--- src/rtl/fetch_prefetch_queue_pkg.sv ---
// Shared constants for the instruction prefetcher: NOP encoding, pipeline
// hold codes and a small wrap-around pointer helper.
// Values mirror the core-wide defines so hold/NOP encodings stay consistent.
package fetch_prefetch_queue_pkg;

  // Canonical RISC-V NOP (addi x0, x0, 0) presented when no instruction is ready
  localparam logic [31:0] INST_NOP = 32'h0000_0013;

  // Pipeline hold bus width and encodings
  localparam int HOLD_W = 3;

  typedef enum logic [HOLD_W-1:0] {
    HOLD_NONE = 3'b000,
    HOLD_PC   = 3'b001,
    HOLD_IF   = 3'b010,
    HOLD_ID   = 3'b011
  } hold_e;

  // Increment a circular-buffer pointer over n entries (n need not be a power of 2)
  function automatic int unsigned wrap_inc(input int unsigned ptr, input int unsigned n);
    return (ptr + 1 >= n) ? 0 : ptr + 1;
  endfunction

endpackage

--- src/rtl/sync_fifo.sv ---
// Purpose: generic show-ahead synchronous FIFO, 2**ASIZE entries of DSIZE bits.
// Latency: write visible on rdata the cycle after it is accepted; rdata is the head combinationally.
// Backpressure: writes ignored when full unless a read frees a slot the same cycle; reads ignored when empty.
module sync_fifo #(
  parameter int ASIZE = 3,
  parameter int DSIZE = 64
) (
  input  logic             clk,
  input  logic             rst_n,
  input  logic             wr_en,
  input  logic [DSIZE-1:0] wdata,
  input  logic             rd_en,
  output logic [DSIZE-1:0] rdata,
  output logic             full,
  output logic             empty,
  output logic [ASIZE:0]   count
);

  localparam int DEPTH = 1 << ASIZE;
  localparam int CW    = ASIZE + 1;

  logic [DSIZE-1:0] mem [DEPTH];
  logic [ASIZE-1:0] wptr;
  logic [ASIZE-1:0] rptr;
  logic             do_wr;
  logic             do_rd;

  assign do_rd = rd_en & ~empty;
  assign do_wr = wr_en & (~full | rd_en);
  assign full  = (count == CW'(DEPTH));
  assign empty = (count == '0);
  assign rdata = mem[rptr];

  // Pointer and occupancy tracking; rst_n doubles as a synchronous flush
  always_ff @(posedge clk) begin
    if (!rst_n) begin
      wptr  <= '0;
      rptr  <= '0;
      count <= '0;
    end else begin
      if (do_wr) wptr <= wptr + 1'b1;
      if (do_rd) rptr <= rptr + 1'b1;
      count <= count + CW'(do_wr) - CW'(do_rd);
    end
  end

  // Storage array, no reset needed since pointers gate visibility
  always_ff @(posedge clk) begin
    if (do_wr) mem[wptr] <= wdata;
  end

endmodule

--- src/rtl/fetch_prefetch_queue.sv ---
// Purpose: in-order instruction prefetcher keeping up to MAX_OUTSTANDING cache reads in flight ahead of decode.
// Latency: 1-cycle cache hit gives inst_o two cycles after the read is accepted (empty queue, no hold).
// Backpressure: issue stops when in-flight + queued reaches DEPTH; waitrequest freezes the request; hold freezes outputs.
module fetch_prefetch_queue
  import fetch_prefetch_queue_pkg::*;
#(
  parameter int                ADDR_W          = 32,
  parameter int                DATA_W          = 32,
  parameter int                DEPTH           = 8,
  parameter int                MAX_OUTSTANDING = 4,
  parameter logic [ADDR_W-1:0] RESET_PC        = '0,
  parameter int                PC_STEP         = 4
) (
  input  logic                clk,
  input  logic                rst,
  input  logic                jtag_reset_flag_i,
  input  logic                jump_flag_i,
  input  logic [ADDR_W-1:0]   jump_addr_i,
  input  logic [HOLD_W-1:0]   hold_flag_i,
  output logic [ADDR_W-1:0]   inst_addr_o,
  output logic [DATA_W-1:0]   inst_o,
  output logic                inst_valid_o,
  output logic [ADDR_W-1:0]   o_p_addr,
  output logic                o_p_read,
  output logic [DATA_W/8-1:0] o_p_byte_en,
  output logic                o_p_write,
  output logic [DATA_W-1:0]   o_p_writedata,
  input  logic [DATA_W-1:0]   i_p_readdata,
  input  logic                i_p_readdata_valid,
  input  logic                i_p_waitrequest
);

  localparam int ASIZE  = $clog2(DEPTH);
  localparam int CNT_W  = ASIZE + 1;
  localparam int SUM_W  = CNT_W + 1;
  localparam int TAG_AW = (MAX_OUTSTANDING > 1) ? $clog2(MAX_OUTSTANDING) : 1;

  localparam logic [SUM_W-1:0] DEPTH_C = SUM_W'(DEPTH);
  localparam logic [CNT_W-1:0] MAX_C   = CNT_W'(MAX_OUTSTANDING);
  localparam logic [DATA_W-1:0] NOP    = DATA_W'(INST_NOP);

  typedef struct packed {
    logic [ADDR_W-1:0] addr;
    logic [DATA_W-1:0] inst;
  } q_entry_t;

  // Request / credit state
  logic [ADDR_W-1:0] fetch_pc;
  logic              held;
  logic              held_stale;
  logic [ADDR_W-1:0] held_addr;
  logic [CNT_W-1:0]  inflight;
  logic [CNT_W-1:0]  stale;
  logic [CNT_W-1:0]  occupancy;
  logic [SUM_W-1:0]  committed;
  logic              can_issue;

  // Per-cycle events
  logic              flush;
  logic [ADDR_W-1:0] flush_target;
  logic              accept;
  logic              acc_stale;
  logic              resp;
  logic              resp_live;
  logic              q_push;
  logic              q_pop;
  logic              tag_push;
  logic              tag_pop;
  logic              fifo_rst_n;

  // Address tag queue for outstanding live reads
  logic [ADDR_W-1:0] tag_mem [MAX_OUTSTANDING];
  logic [TAG_AW-1:0] tag_wr;
  logic [TAG_AW-1:0] tag_rd;

  // Instruction queue interface
  q_entry_t          push_entry;
  q_entry_t          head;
  logic              q_full;
  logic              q_empty;

  assign flush        = jump_flag_i | jtag_reset_flag_i;
  assign flush_target = jtag_reset_flag_i ? RESET_PC : jump_addr_i;

  // Every accepted read, stale or not, holds a slot until its response returns
  assign committed = {1'b0, inflight} + {1'b0, occupancy};
  assign can_issue = (committed < DEPTH_C) && (inflight < MAX_C);

  // A stalled request keeps its address even if a redirect arrives meanwhile
  assign o_p_read = held | (~rst & can_issue);
  assign o_p_addr = held ? held_addr : fetch_pc;

  assign accept    = o_p_read & ~i_p_waitrequest;
  assign acc_stale = held & held_stale;

  // A response with nothing outstanding is a cache protocol violation and is ignored
  assign resp      = i_p_readdata_valid & (inflight != '0);
  assign resp_live = resp & (stale == '0);

  assign q_push    = resp_live & ~flush;
  assign q_pop     = (hold_flag_i == HOLD_NONE) & ~flush & ~q_empty;
  assign tag_push  = accept & ~acc_stale & ~flush;
  assign tag_pop   = resp_live & ~flush;
  assign fifo_rst_n = ~(rst | flush);

  assign push_entry = '{addr: tag_mem[tag_rd], inst: i_p_readdata};

  assign o_p_byte_en   = '1;
  assign o_p_write     = 1'b0;
  assign o_p_writedata = '0;

  // Fetch PC and the stalled-request holding register
  always_ff @(posedge clk) begin
    if (rst) begin
      fetch_pc   <= RESET_PC;
      held       <= 1'b0;
      held_stale <= 1'b0;
      held_addr  <= RESET_PC;
    end else begin
      held       <= o_p_read & i_p_waitrequest;
      held_addr  <= o_p_addr;
      held_stale <= o_p_read & i_p_waitrequest & (flush | (held & held_stale));
      if (flush) begin
        fetch_pc <= flush_target;
      end else if (accept && !acc_stale) begin
        fetch_pc <= fetch_pc + ADDR_W'(PC_STEP);
      end
    end
  end

  // In-flight and stale counters; on flush everything still outstanding becomes stale
  always_ff @(posedge clk) begin
    if (rst) begin
      inflight <= '0;
      stale    <= '0;
    end else begin
      inflight <= inflight + CNT_W'(accept) - CNT_W'(resp);
      if (flush) begin
        stale <= inflight + CNT_W'(accept) - CNT_W'(resp);
      end else begin
        stale <= stale + CNT_W'(accept & acc_stale) - CNT_W'(resp & (stale != '0));
      end
    end
  end

  // Tag queue pointers, cleared together with the instruction queue on flush
  always_ff @(posedge clk) begin
    if (rst || flush) begin
      tag_wr <= '0;
      tag_rd <= '0;
    end else begin
      if (tag_push) tag_wr <= TAG_AW'(wrap_inc(int'(tag_wr), MAX_OUTSTANDING));
      if (tag_pop)  tag_rd <= TAG_AW'(wrap_inc(int'(tag_rd), MAX_OUTSTANDING));
    end
  end

  // Tag storage: address of each live accepted read
  always_ff @(posedge clk) begin
    if (tag_push) tag_mem[tag_wr] <= o_p_addr;
  end

  sync_fifo #(
    .ASIZE (ASIZE),
    .DSIZE (ADDR_W + DATA_W)
  ) u_inst_q (
    .clk   (clk),
    .rst_n (fifo_rst_n),
    .wr_en (q_push),
    .wdata (push_entry),
    .rd_en (q_pop),
    .rdata (head),
    .full  (q_full),
    .empty (q_empty),
    .count (occupancy)
  );

  // Present the queue head, one instruction per unheld cycle; hold freezes everything
  always_ff @(posedge clk) begin
    if (rst) begin
      inst_o       <= NOP;
      inst_addr_o  <= RESET_PC;
      inst_valid_o <= 1'b0;
    end else if (flush) begin
      inst_o       <= NOP;
      inst_valid_o <= 1'b0;
    end else if (hold_flag_i == HOLD_NONE) begin
      if (!q_empty) begin
        inst_o       <= head.inst;
        inst_addr_o  <= head.addr;
        inst_valid_o <= 1'b1;
      end else begin
        inst_o       <= NOP;
        inst_valid_o <= 1'b0;
      end
    end
  end

  a_resp_has_owner: assert property (@(posedge clk) disable iff (rst)
    i_p_readdata_valid |-> (inflight != '0));

  a_no_push_when_full: assert property (@(posedge clk) disable iff (rst)
    q_push |-> !q_full);

endmodule
--- config.mk ---
export PLATFORM = sky130hd
export DESIGN_NAME = fetch_prefetch_queue
export DESIGN_NICKNAME = d
export VERILOG_FILES = /design/src/rtl/fetch_prefetch_queue_pkg.sv /design/src/rtl/sync_fifo.sv /design/src/rtl/fetch_prefetch_queue.sv
export SDC_FILE = /design/constraint.sdc
export NUM_CORES = 1
export LEC_CHECK = 0
export ABC_AREA = 1
export BUFFER_PORTS_ARGS = -buffer_cell sky130_fd_sc_hd__buf_4
export CORE_UTILIZATION = 50
export CTS_BUF_LIST = sky130_fd_sc_hd__clkbuf_2 sky130_fd_sc_hd__clkbuf_4 sky130_fd_sc_hd__clkbuf_8
export DETAILED_ROUTE_END_ITERATION = 12
export HOLD_SLACK_MARGIN = 0.12
export PLACE_DENSITY_LB_ADDON = 0.08
export SLEW_MARGIN = 20
export SYNTH_ARGS = -nofsm -noshare
export SYNTH_HDL_FRONTEND = slang
export SYNTH_SLANG_ARGS = --single-unit
--- constraint.sdc ---
create_clock -name clk -period 6.05 [get_ports clk]
set_clock_uncertainty 0.05 [all_clocks]
set_input_delay 0 -clock clk [delete_from_list [all_inputs] [get_ports clk]]
set_output_delay 0 -clock clk [all_outputs]
set_load 0.01 [all_outputs]
# == Yosys cells after proc, flatten, opt, wreduce, memory -nomap -nowiden ==
# Memories as Yosys holds them, arrays and structs flattened. A register that Yosys moved wholly into a read port is not among the register bits.
# Cells that the tools add are included.
# word_totals
latchBits,0
in_bits,73
ram_bits,640
ff_bits,153
memories,2
wordCells,89
mem_bits_ro,0
# op_classes
n_reduce_logical,12
muxes,17
n_bitwise,27
n_mul,0
div_mod_pow,0
add_sub_neg,12
n_eq_ne,1
order_cmp,4
n_shift,0
# mem_list
name,depth,word_bits,read_ports,rd_clocked_by_memory_dff,wr,line,rtl
u_inst_q.mem,8,64,1,1,1,sync_fifo.sv:22,logic [DSIZE-1:0] mem [DEPTH];
tag_mem,4,32,1,1,1,fetch_prefetch_queue.sv:72,logic [ADDR_W-1:0] tag_mem [MAX_OUTSTANDING];
# ops
cell,n
32-bit two-way mux,5
32-bit by 3-bit adder with 32-bit output (second input constant),1
1-bit AND,16
4-bit by 1-bit adder with 4-bit output,3
4-bit by 1-bit subtractor with 4-bit output,3
4-bit logical NOT,2
2-bit two-way mux,4
4-bit nonzero test,2
2-bit by 1-bit adder with 3-bit output (second input constant),2
3-bit by 1-bit adder with 3-bit output (second input constant),2
3-bit >= comparator (second input constant),2
3-bit two-way mux,2
1-bit NOT,6
4-bit by 4-bit adder with 5-bit output,1
5-bit by 4-bit less-than comparator with 1-bit output (second input constant),1
1-bit two-way mux,5
1-bit bitwise OR,5
4-bit equality test (second input constant),1
4-bit by 3-bit less-than comparator with 1-bit output (second input constant),1
4-bit two-way mux,1
3-bit logical NOT,1
3-bit AND reduction,1
1-bit logical AND,2
2-bit nonzero test,1
other kinds (3),3

# == Longest topological paths before layout ==
# depth
depth_word,10
depth_mapped,15
mapped_depth_nobuf,15

# == Hierarchy ==
# From an unflattened synthesis, not the netlist that was laid out.
# unflattened
hier_cells,3475
hier_area_um2,34220.3
# modules_own_cells
mod,cells_per_inst,instances,area_per_inst_um2,seq_area_each_um2
sync_fifo,2118,1,22461.5,15635.0
fetch_prefetch_queue,1357,1,11758.8,6746.5

# == Least setup slack after synthesis ==
# OpenSTA, ideal clock, no wires.
# synth_timing
path_kind,flip-flop to flip-flop
startpoint,reg u_inst_q.count[2]
endpoint,"mem u_inst_q.mem[2][0], enable pin"
arrival_ns,5.650
path_buffers,0
required_ns,5.435
stages_incl_launch_ff,11
slack_ns,-0.215
path_cell_list,dfxtp_1 -> inv_1 -> ha_1 -> nor3b_2 -> nor2_4 -> nand2_2 -> nand3_1 -> nand2_1 -> inv_2 -> nand2_1 -> nor3_1
# synth_between
elab_chain_len,7
word_cells_on_any_way,9
cone_classes,1 x eq/ne; 2 x mux; 5 x bitwise; 1 x reduce/logical
# synth_lines
item,line,rtl
"start, declared",sync_fifo.sv:16,output logic [ASIZE:0] count
"start signal, assigned",sync_fifo.sv:43,count <= count + CW'(do_wr) - CW'(do_rd);
4-bit logical NOT,sync_fifo.sv:31,assign empty = (count == '0);
1-bit NOT (no line),--,
1-bit AND,fetch_prefetch_queue.sv:101,assign q_pop = (hold_flag_i == HOLD_NONE) & ~flush & ~q_empty;
1-bit bitwise OR *,sync_fifo.sv:29,assign do_wr = wr_en & (~full | rd_en);
1-bit AND *,sync_fifo.sv:29,
via u_inst_q.do_wr,sync_fifo.sv:25,logic do_wr;
1-bit two-way mux *,sync_fifo.sv:49,if (do_wr) mem[wptr] <= wdata;
1-bit two-way mux (implied by the code) *,sync_fifo.sv:49,
"end, declared",sync_fifo.sv:22,
# The timed path passes the listed nets; every way through them passes the cells marked *.

# == Final worst setup path ==
# layout_timing
startpoint,in jtag_reset_flag_i
endpoint,"mem u_inst_q.mem[3][15], enable pin"
# layout_between
elab_chain_len,8
word_cells_on_any_way,9
cone_classes,2 x mux; 7 x bitwise
# layout_lines
item,line,rtl
"start, declared",fetch_prefetch_queue.sv:16,"input logic jtag_reset_flag_i,"
1-bit bitwise OR *,fetch_prefetch_queue.sv:82,assign flush = jump_flag_i | jtag_reset_flag_i;
1-bit NOT (no line) *,--,
1-bit AND (2 in a row),fetch_prefetch_queue.sv:101,
1-bit bitwise OR,sync_fifo.sv:29,
1-bit AND *,sync_fifo.sv:29,
via u_inst_q.do_wr,sync_fifo.sv:25,
1-bit two-way mux *,sync_fifo.sv:49,
1-bit two-way mux (implied by the code) *,sync_fifo.sv:49,
# Marks and branches as above.

==> summary.txt <==
OUTCOME
-------------------------------------------------------------------------------
Outcome                                                            finished clean

SYNTHESIS
-------------------------------------------------------------------------------
Cell types occupying the most area after synthesis                 sky130_fd_sc_hd__edfxtp_1, sky130_fd_sc_hd__dfxtp_1, sky130_fd_sc_hd__o21ai_0
Most frequent cells after synthesis                                sky130_fd_sc_hd__edfxtp_1, sky130_fd_sc_hd__nor2_1, sky130_fd_sc_hd__o21ai_0
Mapped Cells                                                               2714
Number of different library cells in the post-synthesis netlist              46
Synthesis-stage register bit count                                          798
Yosys synthesis warning count                                                 0
Library cell with the highest instance count after synthesis       sky130_fd_sc_hd__edfxtp_1
Netlist area before placement                                        31700 um^2
Largest area contributor in the synthesized netlist                sky130_fd_sc_hd__edfxtp_1
Flip-flop cell with the highest count after synthesis              sky130_fd_sc_hd__edfxtp_1
Post-synthesis sequential area ratio                                      70.6%
EDFF count, synth                                                           640
FFs w/ async S/R, synth                                                      0%
Area share of the largest cell type after synthesis                       60.6%
Syn Area/Cell                                                         11.7 um^2

CRITICAL PATH
-------------------------------------------------------------------------------
Critical R2R Capture                                               u_inst_q.mem[3][15]
Setup slack, reg-to-reg                                                 2430 ps
Worst setup path start                                             jtag_reset_flag_i
Signal arrival time at the worst endpoint                               4030 ps
Maximum fanout along the worst path                                          51
Depth of the worst register-to-register path                                 12
End of the critical path                                           u_inst_q.mem[3][15]
Category of the worst setup path capture point                         register
Crit Path Category                                                    in -> reg
Startpoint of the worst register-to-register path                  u_inst_q.count[2]
Launching element type of the critical path                        primary input
Req. time, crit path                                                    6420 ps

STA
-------------------------------------------------------------------------------
Crit share post-route                                                     60.5%
Final count of negative-setup-slack endpoints                                 0
Hold Vio Cnt, Final                                                           0
Worst hold margin                                                        240 ps
Highest clock frequency the design can meet                             273 MHz
Smallest setup slack after layout                                       2390 ps
Worst-margin pin slew                                                   1120 ps
Total count of max-transition violations in the final report                  0
RSZ-0062 raised after global routing                                      false
Worst slew margin relative to its limit                                   25.3%
Min cycle time layout                                                   3660 ps

WORST HOLD PATH
-------------------------------------------------------------------------------
Hold crit path type                                                   in -> reg
Startpoint of the lowest-slack hold path                                    rst

PLACED DESIGN
-------------------------------------------------------------------------------
Post-DP HPWL                                                           44900 um
Worst slack at placement                                                2750 ps
Final weighted congestion of routability-driven global placement          0.869
Dpl cells                                                                  3587
Standard cell area after detailed placement                          33500 um^2
PortBufs                                                                    170

CTS
-------------------------------------------------------------------------------
Sink count of the clock tree                                                798
Clock Pin Slew Worst Setup and Hold Paths                                 60 ps
Count of hold-fix buffers inserted at cts                                   189
# resized after CTS                                                           0
Clock latency on the worst-skew pair                                     780 ps
H-tree lvl count                                                              4
Clock Path Buffers                                                            3
Post-CTS Repair Setup Buffers                                                 0
Root Buffer Master                                                 sky130_fd_sc_hd__clkbuf_8
TritonCTS clock tree                                                      built
CTS buffer count                                                            136

FLOORPLANNING
-------------------------------------------------------------------------------
Die boundary width                                                       254 um
Die area                                                             64400 um^2
Core region area                                                     62200 um^2
Initial cell density of the core                                          51.0%
Height of the chip                                                       254 um
Number of placed I/O pins                                                   208
Row count                                                                    91

GLOBAL ROUTE
-------------------------------------------------------------------------------
Initial antenna violation count                                               2
Grt ovf                                                                       0
Via count of the first global-routing pass                                21400
Global-route usage over all layers                                        25.3%
Wire length of the first global-routing pass                          123000 um
Pin count of the biggest net entering global routing                        211

POWER
-------------------------------------------------------------------------------
PD cells                                                            307 nW/um^2
Leak                                                                  0.0134 uW
Worst vdd ir                                                           0.222 mV

FINAL LAYOUT
-------------------------------------------------------------------------------
Proportion of layout cells with a drive suffix above 1                    14.7%
Area occupied by registers                                           22400 um^2
Area of the multi-input gates                                         8210 um^2
Number of filler instances in the final layout                             5007
Fin nets                                                                   3180
Non-filler instance count after layout                                     4024
Area overhead of the layout relative to synthesis                         20.6%
Finished Cell Area                                                   38300 um^2

ROUTING
-------------------------------------------------------------------------------
Drt first-iter violations                                                  1689
Vias per cell                                                              5.49
Post-DR wirelength/cell                                                 20.0 um
Wire length reported by the detailed router                            80400 um
# DRC                                                                         0
Via count                                                                 22100
Detailed-routing iteration count for the pre-antenna-repair pass              5
Residual antenna-violating net count after detailed routing                   0

FLOW RUN
-------------------------------------------------------------------------------
Max-capacitance violation count                                               0

==> cells by family after synthesis <==
group / Yosys count / share of synthesized area (%)
AOI/OAI and AO/OA: 725 / 12.8
xor gates and xnor gates: 9 / 0.249
adders and majority gates: 30 / 1.25
buffers and inverters: 283 / 4.21
DFF: 798 / 70.6
other: 2 / 0.0237
and+or+nand+nor: 867 / 10.9
==> critical path: stages <==
cell                            delay, ps
sky130_fd_sc_hd__dlygate4sd3_1        530
sky130_fd_sc_hd__buf_4                150
sky130_fd_sc_hd__inv_1                 60
sky130_fd_sc_hd__nand2_1               50
sky130_fd_sc_hd__dlygate4sd3_1        570
sky130_fd_sc_hd__buf_4                230
sky130_fd_sc_hd__inv_2                460
sky130_fd_sc_hd__nand3_1              170
sky130_fd_sc_hd__inv_1                140
sky130_fd_sc_hd__nand2_1              140
sky130_fd_sc_hd__inv_2                110
sky130_fd_sc_hd__nand2_1              220
sky130_fd_sc_hd__nor3_4               680
sky130_fd_sc_hd__buf_12               410
==> cells in the final DEF, fill, tap and decap left out, types with 83 or more instances in the layout <==
cell type	instances
sky130_fd_sc_hd__edfxtp_1	640
sky130_fd_sc_hd__nor2_1	442
sky130_fd_sc_hd__o21ai_0	385
sky130_fd_sc_hd__nand2_1	325
sky130_fd_sc_hd__buf_4	200
sky130_fd_sc_hd__dlygate4sd3_1	188
sky130_fd_sc_hd__clkbuf_8	156
sky130_fd_sc_hd__dfxtp_1	154
sky130_fd_sc_hd__a21oi_1	125
sky130_fd_sc_hd__o22ai_1	83
==> registers in the layout, indices dropped and copies added (netlist names), 3 cells and up, named ones only <==
register / count
held_addr: 32
inflight: 4
inst_o: 32
tag_mem: 128
inst_addr_o: 32
u_inst_q.count: 4
u_inst_q.rptr: 3
fetch_pc: 32
u_inst_q.wptr: 3
u_inst_q.mem: 512
stale: 4
==> power breakdown <==
group          internal, uW  switching [uW]  total, uW
registers              6030            56.8       6090
clock network          2800            2100       4900
logic                   299             453        752
total                  9130            2610      11700
==> area by class of cell <==
class | count | share of cell area (%)
clock inverters | 39 | 0.707
flip-flops and latches | 798 | 58.5
diodes | 1 | 0.00654
well taps | 837 | 2.74
clock buffers | 208 | 6.63
repair buffers | 393 | 9.11
multi-input cells | 1668 | 21.5
inverters | 80 | 0.798
==> per-stage QoR <==
stage	power (uW)	TNS [ps]	utilization (%)
floorplan	6600	-27490	-
global placement	6820	0	53.9
detailed placement	6850	0	53.9
CTS	11800	0	61.5
global route	12200	0	61.5
finish	11700	0	61.5
==> worst min path at each step <==
stage	endpoint	depth (start not counted)
after floorplan	u_inst_q.mem[0][0]	0
after global placement	u_inst_q.mem[0][4]	1
after detailed placement	u_inst_q.mem[0][4]	1
after CTS	inflight[2]	3
after global routing	inflight[2]	3
final	inflight[2]	3
==> per-layer routing <==
layer  wire (um)  vias to the layer above  GRT usage, %
li1            -                    10400             -
met1       34500                    10800          33.7
met2       38900                      722          41.5
met3        4710                      131          3.91
met4        2200                        0          10.2
met5           0                        -             0
(Power assumes the default switching activity.)
